==> src/rtl/condition_unit.sv <==
`default_nettype none
// ============================================================================
//  Module      : condition_unit
//  Description : NZCV flag register, registered condition-code evaluator and
//                predicated-window (IT-block style) sequencer that produces a
//                per-instruction execute enable.
//  Revision    : 1.0 - initial release
// ============================================================================
module condition_unit #(
    parameter int COND_WIDTH = 6,
    parameter int IT_DEPTH   = 4,
    parameter int BYPASS     = 1,
    localparam int LEN_W     = $clog2(IT_DEPTH + 1),
    localparam int SLOT_W    = $clog2(IT_DEPTH)
) (
    input  logic                  clock_i,
    input  logic                  reset_ni,
    input  logic                  flags_we_i,
    input  logic [3:0]            flags_mask_i,
    input  logic [3:0]            flags_in_i,
    output logic [3:0]            flags_o,
    input  logic                  eval_valid_i,
    input  logic [COND_WIDTH-1:0] eval_cond_i,
    output logic                  take_valid_o,
    output logic                  take_o,
    input  logic                  it_start_i,
    input  logic [COND_WIDTH-1:0] it_cond_i,
    input  logic [LEN_W-1:0]      it_len_i,
    input  logic [IT_DEPTH-1:0]   it_pattern_i,
    input  logic                  instr_step_i,
    output logic                  it_active_o,
    output logic [SLOT_W-1:0]     it_slot_o,
    output logic                  exec_en_o,
    output logic                  it_error_o
);

    localparam logic [0:0] ST_IDLE   = 1'b0;
    localparam logic [0:0] ST_ACTIVE = 1'b1;

    // Condition table on {N,Z,C,V}; codes of 16 and above never pass.
    function automatic logic cond_eval(input logic [COND_WIDTH-1:0] code,
                                       input logic [3:0]            f);
        logic n, z, c, v, r;
        n = f[3];
        z = f[2];
        c = f[1];
        v = f[0];
        r = 1'b0;
        if ({1'b0, code} <= (COND_WIDTH + 1)'(15)) begin
            unique case (code[3:0])
                4'd0:    r = z;
                4'd1:    r = ~z;
                4'd2:    r = c;
                4'd3:    r = ~c;
                4'd4:    r = n;
                4'd5:    r = ~n;
                4'd6:    r = v;
                4'd7:    r = ~v;
                4'd8:    r = c & ~z;
                4'd9:    r = ~c | z;
                4'd10:   r = (n == v);
                4'd11:   r = (n != v);
                4'd12:   r = ~z & (n == v);
                4'd13:   r = z | (n != v);
                default: r = 1'b1;
            endcase
        end
        return r;
    endfunction

    // ------------------------------------------------------------------
    // Flag register and effective (optionally bypassed) flags
    // ------------------------------------------------------------------
    logic [3:0] flags_q;
    logic [3:0] flags_d;
    logic [3:0] eff_flags;

    assign flags_d = flags_we_i ? ((flags_q & ~flags_mask_i) | (flags_in_i & flags_mask_i))
                                : flags_q;

    generate
        if (BYPASS != 0) begin : g_bypass
            assign eff_flags = flags_d;
        end else begin : g_no_bypass
            assign eff_flags = flags_q;
        end
    endgenerate

    // Flag state: masked load on write strobe, hold otherwise.
    always_ff @(posedge clock_i or negedge reset_ni) begin
        if (!reset_ni) flags_q <= 4'b0000;
        else           flags_q <= flags_d;
    end

    // ------------------------------------------------------------------
    // Registered condition evaluation; result holds between requests
    // ------------------------------------------------------------------
    logic take_q;
    logic take_valid_q;

    // One-cycle evaluation pipeline.
    always_ff @(posedge clock_i or negedge reset_ni) begin
        if (!reset_ni) begin
            take_valid_q <= 1'b0;
            take_q       <= 1'b0;
        end else begin
            take_valid_q <= eval_valid_i;
            if (eval_valid_i) take_q <= cond_eval(eval_cond_i, eff_flags);
        end
    end

    // ------------------------------------------------------------------
    // Predicated window sequencer
    // ------------------------------------------------------------------
    logic [0:0]            state_q,   state_d;
    logic [SLOT_W-1:0]     slot_q,    slot_d;
    logic [COND_WIDTH-1:0] cond_q,    cond_d;
    logic [LEN_W-1:0]      len_q,     len_d;
    logic [IT_DEPTH-1:0]   pat_q,     pat_d;
    logic                  err_q,     err_d;
    logic                  len_ok;
    logic                  last_slot;

    assign len_ok    = (it_len_i != '0) && (it_len_i <= LEN_W'(IT_DEPTH));
    assign last_slot = ((LEN_W'(slot_q) + LEN_W'(1)) == len_q);

    // State register; reset abandons any open window immediately.
    always_ff @(posedge clock_i or negedge reset_ni) begin
        if (!reset_ni) begin
            state_q <= ST_IDLE;
            slot_q  <= '0;
            cond_q  <= '0;
            len_q   <= '0;
            pat_q   <= '0;
            err_q   <= 1'b0;
        end else begin
            state_q <= state_d;
            slot_q  <= slot_d;
            cond_q  <= cond_d;
            len_q   <= len_d;
            pat_q   <= pat_d;
            err_q   <= err_d;
        end
    end

    // Next-state: open window on a legal start, step slots, flag bad starts.
    always_comb begin
        state_d = state_q;
        slot_d  = slot_q;
        cond_d  = cond_q;
        len_d   = len_q;
        pat_d   = pat_q;
        err_d   = err_q;
        case (state_q)
            ST_IDLE: begin
                // A step arriving with the start belongs to the preceding
                // instruction, so the window always opens at slot 0.
                if (it_start_i) begin
                    if (len_ok) begin
                        state_d = ST_ACTIVE;
                        slot_d  = '0;
                        cond_d  = it_cond_i;
                        len_d   = it_len_i;
                        pat_d   = it_pattern_i | IT_DEPTH'(1);
                    end else begin
                        err_d = 1'b1;
                    end
                end
            end
            ST_ACTIVE: begin
                if (it_start_i) err_d = 1'b1;
                if (instr_step_i) begin
                    if (last_slot) begin
                        state_d = ST_IDLE;
                        slot_d  = '0;
                    end else begin
                        slot_d = slot_q + SLOT_W'(1);
                    end
                end
            end
            default: state_d = ST_IDLE;
        endcase
    end

    // Outputs: enable is live-evaluated each cycle against the effective flags;
    // "else" slots invert the result, so always-true conditions disable them.
    always_comb begin
        it_active_o = (state_q == ST_ACTIVE);
        exec_en_o   = 1'b1;
        if (state_q == ST_ACTIVE) begin
            exec_en_o = cond_eval(cond_q, eff_flags) ^ ~pat_q[slot_q];
        end
    end

    assign flags_o      = flags_q;
    assign take_o       = take_q;
    assign take_valid_o = take_valid_q;
    assign it_slot_o    = slot_q;
    assign it_error_o   = err_q;

endmodule
`default_nettype wire

==> config.mk <==
export PLATFORM = sky130hd
export DESIGN_NAME = condition_unit
export DESIGN_NICKNAME = d
export VERILOG_FILES = /design/src/rtl/condition_unit.sv
export SDC_FILE = /design/constraint.sdc
export NUM_CORES = 1
export LEC_CHECK = 0
export ABC_AREA = 1
export CAP_MARGIN = 10
export CORE_UTILIZATION = 59
export DETAILED_ROUTE_END_ITERATION = 6
export DONT_BUFFER_PORTS = 1
export PLACE_DENSITY_LB_ADDON = 0.3
export SETUP_SLACK_MARGIN = 0.1
export SLEW_MARGIN = 0
export SYNTH_ARGS = -nofsm -noshare
export SYNTH_HDL_FRONTEND = slang
export SYNTH_SLANG_ARGS = --single-unit
==> constraint.sdc <==
create_clock -name clock_i -period 1.8 [get_ports clock_i]
set_clock_uncertainty 0.15 [all_clocks]
set_input_delay 0.27 -clock clock_i [delete_from_list [all_inputs] [get_ports clock_i]]
set_output_delay 0.27 -clock clock_i [all_outputs]
set_load 0.02 [all_outputs]
# Word-level counts from Yosys, hierarchy flattened
# Index checks and enable logic that the tools add are counted.
# Widths: inputs -> output; s select.
[op_classes] muxes=23 reduce_logical=7 add_sub_neg=2 magnitude_cmp=4 n_bitwise=15 n_eq_ne=34
[ops] operator="$eq 4x4->1 const B" n=12
[ops] operator="$eq 4x3->1 const B" n=8
[ops] operator="$pmux 1 s14" n=2
[ops] operator="$eq 4x2->1 const B" n=4
[ops] operator="$le 6x4->1 const B" n=2
[ops] operator="$mux 1" n=12
[ops] operator="$ne 2x2->1 const B" n=5
[ops] operator="$reduce_and 3->1" n=3
[ops] operator="$and 4x4->4" n=2
[ops] operator="$eq 4x1->1 const B" n=2
[ops] operator="$logic_not 4->1" n=2
[ops] operator="$mux 2" n=4
[ops] operator="$not 1->1" n=6
[ops] operator="$mux 4" n=1
[ops] operator="$not 4->4" n=1
[ops] operator="$or 4x4->4" n=1
[ops] operator="$pmux 1 s2" n=2
[ops] operator="$pmux 2 s2" n=1
[ops] operator="$add 2x1->3 const B" n=1
[ops] operator="$eq 3x3->1" n=1
[ops] operator="$le 3x3->1 const B" n=1
[ops] operator="$lt 2x3->1 const B" n=1
[ops] operator="$reduce_bool 3->1" n=1
[ops] operator="$add 2x1->2 const B" n=1
[ops] operator="7 further kinds" n=9
[totals] word_cells=94 output_inout_bits=11 in_bits=33 reg_bits=23

# Longest topological paths before layout
[logic_depth] ltp_word=11 mapped_depth=14

# Worst setup path after synthesis
# OpenSTA, ideal clock, no wires.
[synth_path] kind="reg2out" startpoint="reg flags_q[3] (netlist: flags_o[3])" endpoint="out exec_en_o" path_stages_with_launch=14 n_path_buf=0 arrival_ns=1.331 slack_ns=0.049 path_cell_list="dfrtp_1 > inv_1 > nand2_2 > nand2_2 > inv_2 > nand2_2 > nand3_1 > nand2_1 > nand2_1 > nand2_1 > nand3_2 > nand2_1 > nand2_1 > nand3_1"
[synth_via] elab_chain_len=10 word_cells_on_any_way=13 classes_between="eq/ne (2); mux (5); bitwise (6)"
[synth_rtl] element="from (decl)" line_no="74" source="logic [3:0] flags_q;"
[synth_rtl] element="from (signal assigned)" line_no="92" source="else flags_q <= flags_d;"
[synth_rtl] element="$and 4x4->4" line_no="78" source="assign flags_d = flags_we_i ? ((flags_q & ~flags_mask_i) | (flags_in_i & flags_mask_i))"
[synth_rtl] element="$or 4x4->4" line_no="78"
[synth_rtl] element="$mux 4 *" line_no="78"
[synth_rtl] element="via eff_flags[3]" line_no="76" source="logic [3:0] eff_flags;"
[synth_rtl] element="$ne 1x1->1 / $eq 1x1->1 (equally long branches)"
[synth_rtl] element="$or 1x1->1 / $and 1x1->1 (equally long branches)" line_no="64, 63"
[synth_rtl] element="$pmux 1 s14 *" line_no="50" source="unique case (code[3:0])"
[synth_rtl] element="$mux 1 *" line_no="49" source="if ({1'b0, code} <= (COND_WIDTH + 1)'(15)) begin"
[synth_rtl] element="$mux 1 *" line_no="190" source="if (state_q == ST_ACTIVE) begin"
[synth_rtl] element="$xor 1x1->1 *" line_no="191" source="exec_en_o = cond_eval(cond_q, eff_flags) ^ ~pat_q[slot_q];"
[synth_rtl] element="$mux 1 *" line_no="190"
[synth_rtl] element="to (decl)" line_no="33" source="output logic exec_en_o,"
# Mark *: on every way through the listed nets, which the timed path passes. The rest lies on a longest branch. The select of a mux whose other input is x is not followed.

# Final worst setup path
[layout_path] startpoint="reg flags_q[0] (netlist: flags_o[0])" endpoint="out exec_en_o"
[layout_via] elab_chain_len=10 word_cells_on_any_way=13 classes_between="eq/ne (2); mux (5); bitwise (6)"
[layout_rtl] element="$and 4x4->4" line_no="78"
[layout_rtl] element="$or 4x4->4" line_no="78"
[layout_rtl] element="$mux 4 *" line_no="78"
[layout_rtl] element="$ne 1x1->1 / $eq 1x1->1 (equally long branches)"
[layout_rtl] element="$or 1x1->1 / $and 1x1->1 (equally long branches)" line_no="64, 63"
[layout_rtl] element="$pmux 1 s14 *" line_no="50"
[layout_rtl] element="$mux 1 *" line_no="49"
[layout_rtl] element="$mux 1 *" line_no="190"
[layout_rtl] element="$xor 1x1->1 *" line_no="191"
[layout_rtl] element="$mux 1 *" line_no="190"
# Mark *: on every way between the ends. The rest lies on a longest branch, timed or not. The select of a mux whose other input is x is not followed.

==> results.tsv <==
metric	value	unit
power.internal	1350	uW
die-area	2630	um2
drc	0	
num_vias	1440	
critPathCaptureType	primary output	
place_area	1520	um2
yosysTopAreaCell	dfrtp_1	
slowest_stage	dfrtp_2	
status	finished, violations left	
track_usage	28.6	%
dpl.hpwl	2270	um
drv_cap	0	
first_global_vias	1392	
powerDensity	1360	nW/um2
relSlewSlack	30.5	%
ys_types	27	
grt_use_met1	33.1	%
cpPeakStageDelay	0.42	ns
r2r_cells	7	
path_common_cell	nand2_2	
p_leak	0.000933	uW
synth.area.top_cells	dfrtp_1, nand2_1, inv_1	
swShare	46.1	%
p_clk_share	9.7	%
grt-ovfl-total	0	
antenna_cells	0	
netSwitchingPower	1160	uW
cts_max_level	1	
synth_area	1430	um2
ys_ff_latch	23	
root_buffer	clkbuf_4	
hold_violations	0	
cp-start-kind	flip-flop	
grt_pass1_wl	5600	um
area_delta_synth_final	28.8	%
violations	setup timing	
drt-initial-drc-count	34	
antenna_found_initial	0	
yosys-top-cells-count	nand2_1, inv_1, dfrtp_1	
criticalPathCategory	flip-flop to primary output	
tightestPinTransition	1.04	ns
ioPinCount	44	
worstPathArrival	1.69	ns
cts_num_sinks	23	
dr.pass1.iters	4	
numCtsBuffers	3	
core_area	2250	um2
cts_buffer_depth	2	
syn_nets	240	
busiest_layer	met2	
synth_flop_cell	dfrtp_1	
die_h	51.3	um
worst_slack	-0.312	ns
met2_usage	50.4	%
synth_most_common_cell	nand2_1	
initial_core_util	63.5	%
min_path_cells	2	
fin_crit_sh	117	%
grt_max_degree	24	
fin_hold_ws	0.0155	ns
combPwrFrac	56.5	%
num_rows	17	
ant_nets	0	
clkTransAtPathRegs	0.13	ns
finalSetupViolCount	1	
synth_top_area_share	40.2	%
wl_per_cell	13.5	um
wirelength	3540	um
synthArstFlopShare	100	%
rsz0062_at_grt	true	
drive_gt1_share	24.3	%
cts_tree	built	
final_area	1850	um2
path_cells	inv_1, nand2_2, nand2_4, nand2_1, nand2_2, nand3_2, nand3_2, nand3_2, nand2_2, nand2_2, nand3_4	
die_x	51.3	um
yosysWarnings	0	
final_max_slew_viol_count	0	
insertion_delay	0.32	ns
syn-instance-count	206	
worstPathMaxFanout	5	
min_path_type	primary input to flip-flop	
synth.avg_cell_area	6.95	um2
avgViaCountPerCell	5.48	
io_buffer_count	0	
peakVddDrop	1050	uV
cp.required	1.38	ns
fmax	474	MHz
synth_edf_count	0	
gr-usage-met3	5.95	%
fin_crit	2.11	ns
layout.nets	270	
power_frac_seq	33.8	%
gp_congestion	0.830	
synth-seq-area-share	40.2	%
-- sequential cells by signal (all words and copies together), names as in the netlist --
name,count
flags_o,4
it_slot_o,2
take_o,1
take_valid_o,1
cond_q,6
it_active_o,1
it_error_o,1
pat_q,4
len_q,3
-- critical path: cells and delay by family (launching register included) --
| kind | cells | cell delay [ns] |
|---|---|---|
| and+or+nand+nor | 10 | 0.89 |
| DFF | 1 | 0.42 |
| buffers and inverters | 1 | 0.06 |
-- path summary, 6_finish.rpt --
path                                    from            to  slack, ns
max in group asynchronous           reset_ni     cond_q[1]       0.39
worst min-delay path              it_start_i      pat_q[0]       0.02
min in group asynchronous           reset_ni        take_o       0.42
worst min register to register      pat_q[0]      pat_q[0]       0.32
worst max register to register  it_slot_o[1]  it_slot_o[0]       0.12
worst max-delay path              flags_o[0]     exec_en_o      -0.31
-- layout by cell type, fill, tap and decap left out, types with 2 or more instances in the layout --
cell and instances:
a21oi_1 2, buf_4 9, buf_6 2, clkbuf_4 3, dfrtp_1 17, dfrtp_2 6, dlygate4sd3_1 17, inv_1 33
inv_2 4, inv_4 2, nand2_1 64, nand2_2 11, nand2_4 3, nand3_1 11, nand3_2 7, nand4_1 3
nor2_1 7, nor2_2 3, o21ai_0 9, o21ai_1 6
-- kinds of logic (layout without fill, tap and decap cells) --
group / count (synthesis) / after routing / share of synthesized area, %
XOR/XNOR: 1 / 1 / 0.611
flip-flops: 23 / 23 / 40.2
AND/OR/NAND/NOR: 112 / 112 / 35.9
adder cells (fa/ha/maj): 1 / 1 / 0.873
buffers and inverters: 43 / 72 / 12.1
AO/OA/AOI/OAI: 26 / 26 / 10.3
-- timing repair --
item	in CTS	in global routing
hold buffers	17	0
endpoints found under the setup margin	3	13
gates resized for setup	11	19
pin swaps	6	9
endpoints found under the hold margin	39	0
buffers inserted	0	3
-- per-stage QoR --
stage | power (uW) | instances | TNS [ns] | worst slack, ns | util, %
CTS | 2210 | 260 | -0.300 | -0.300 | 77.6
detailed placement | 1840 | 239 | 0 | 0.00276 | 67.3
global route | 2700 | 263 | -0.433 | -0.433 | 81.9
global placement | 1790 | 239 | 0 | 0.0334 | 67.3
finish | 2510 | 263 | -0.312 | -0.312 | 81.9
floorplan | 1600 | 206 | 0 | 0.111 | -
-- power groups by stage --
stage	Sequential, uW	Combinational (uW)	Clock [uW]
CTS	824	1140	246
floorplan	853	749	0
finish	849	1420	244
detailed placement	819	1020	0
global placement	813	979	0
global route	870	1580	258
-- cell type report --
| cell class | instances | area, um2 |
|---|---|---|
| multi-input cells | 140 | 786 |
| flip-flops and latches | 23 | 583 |
| fillers | 151 | 409 |
| repair buffers | 28 | 260 |
| inverters | 40 | 155 |
| well taps | 28 | 35.0 |
| clock buffers | 4 | 26.3 |
-- routing by layer --
layer | vias to the layer above | part of all wire, %
li1 | 702 | -
met1 | 666 | 40
met2 | 61 | 51
met3 | 11 | 5.8
met4 | 0 | 2.5
met5 | - | 0
(Power assumes the default switching activity.)
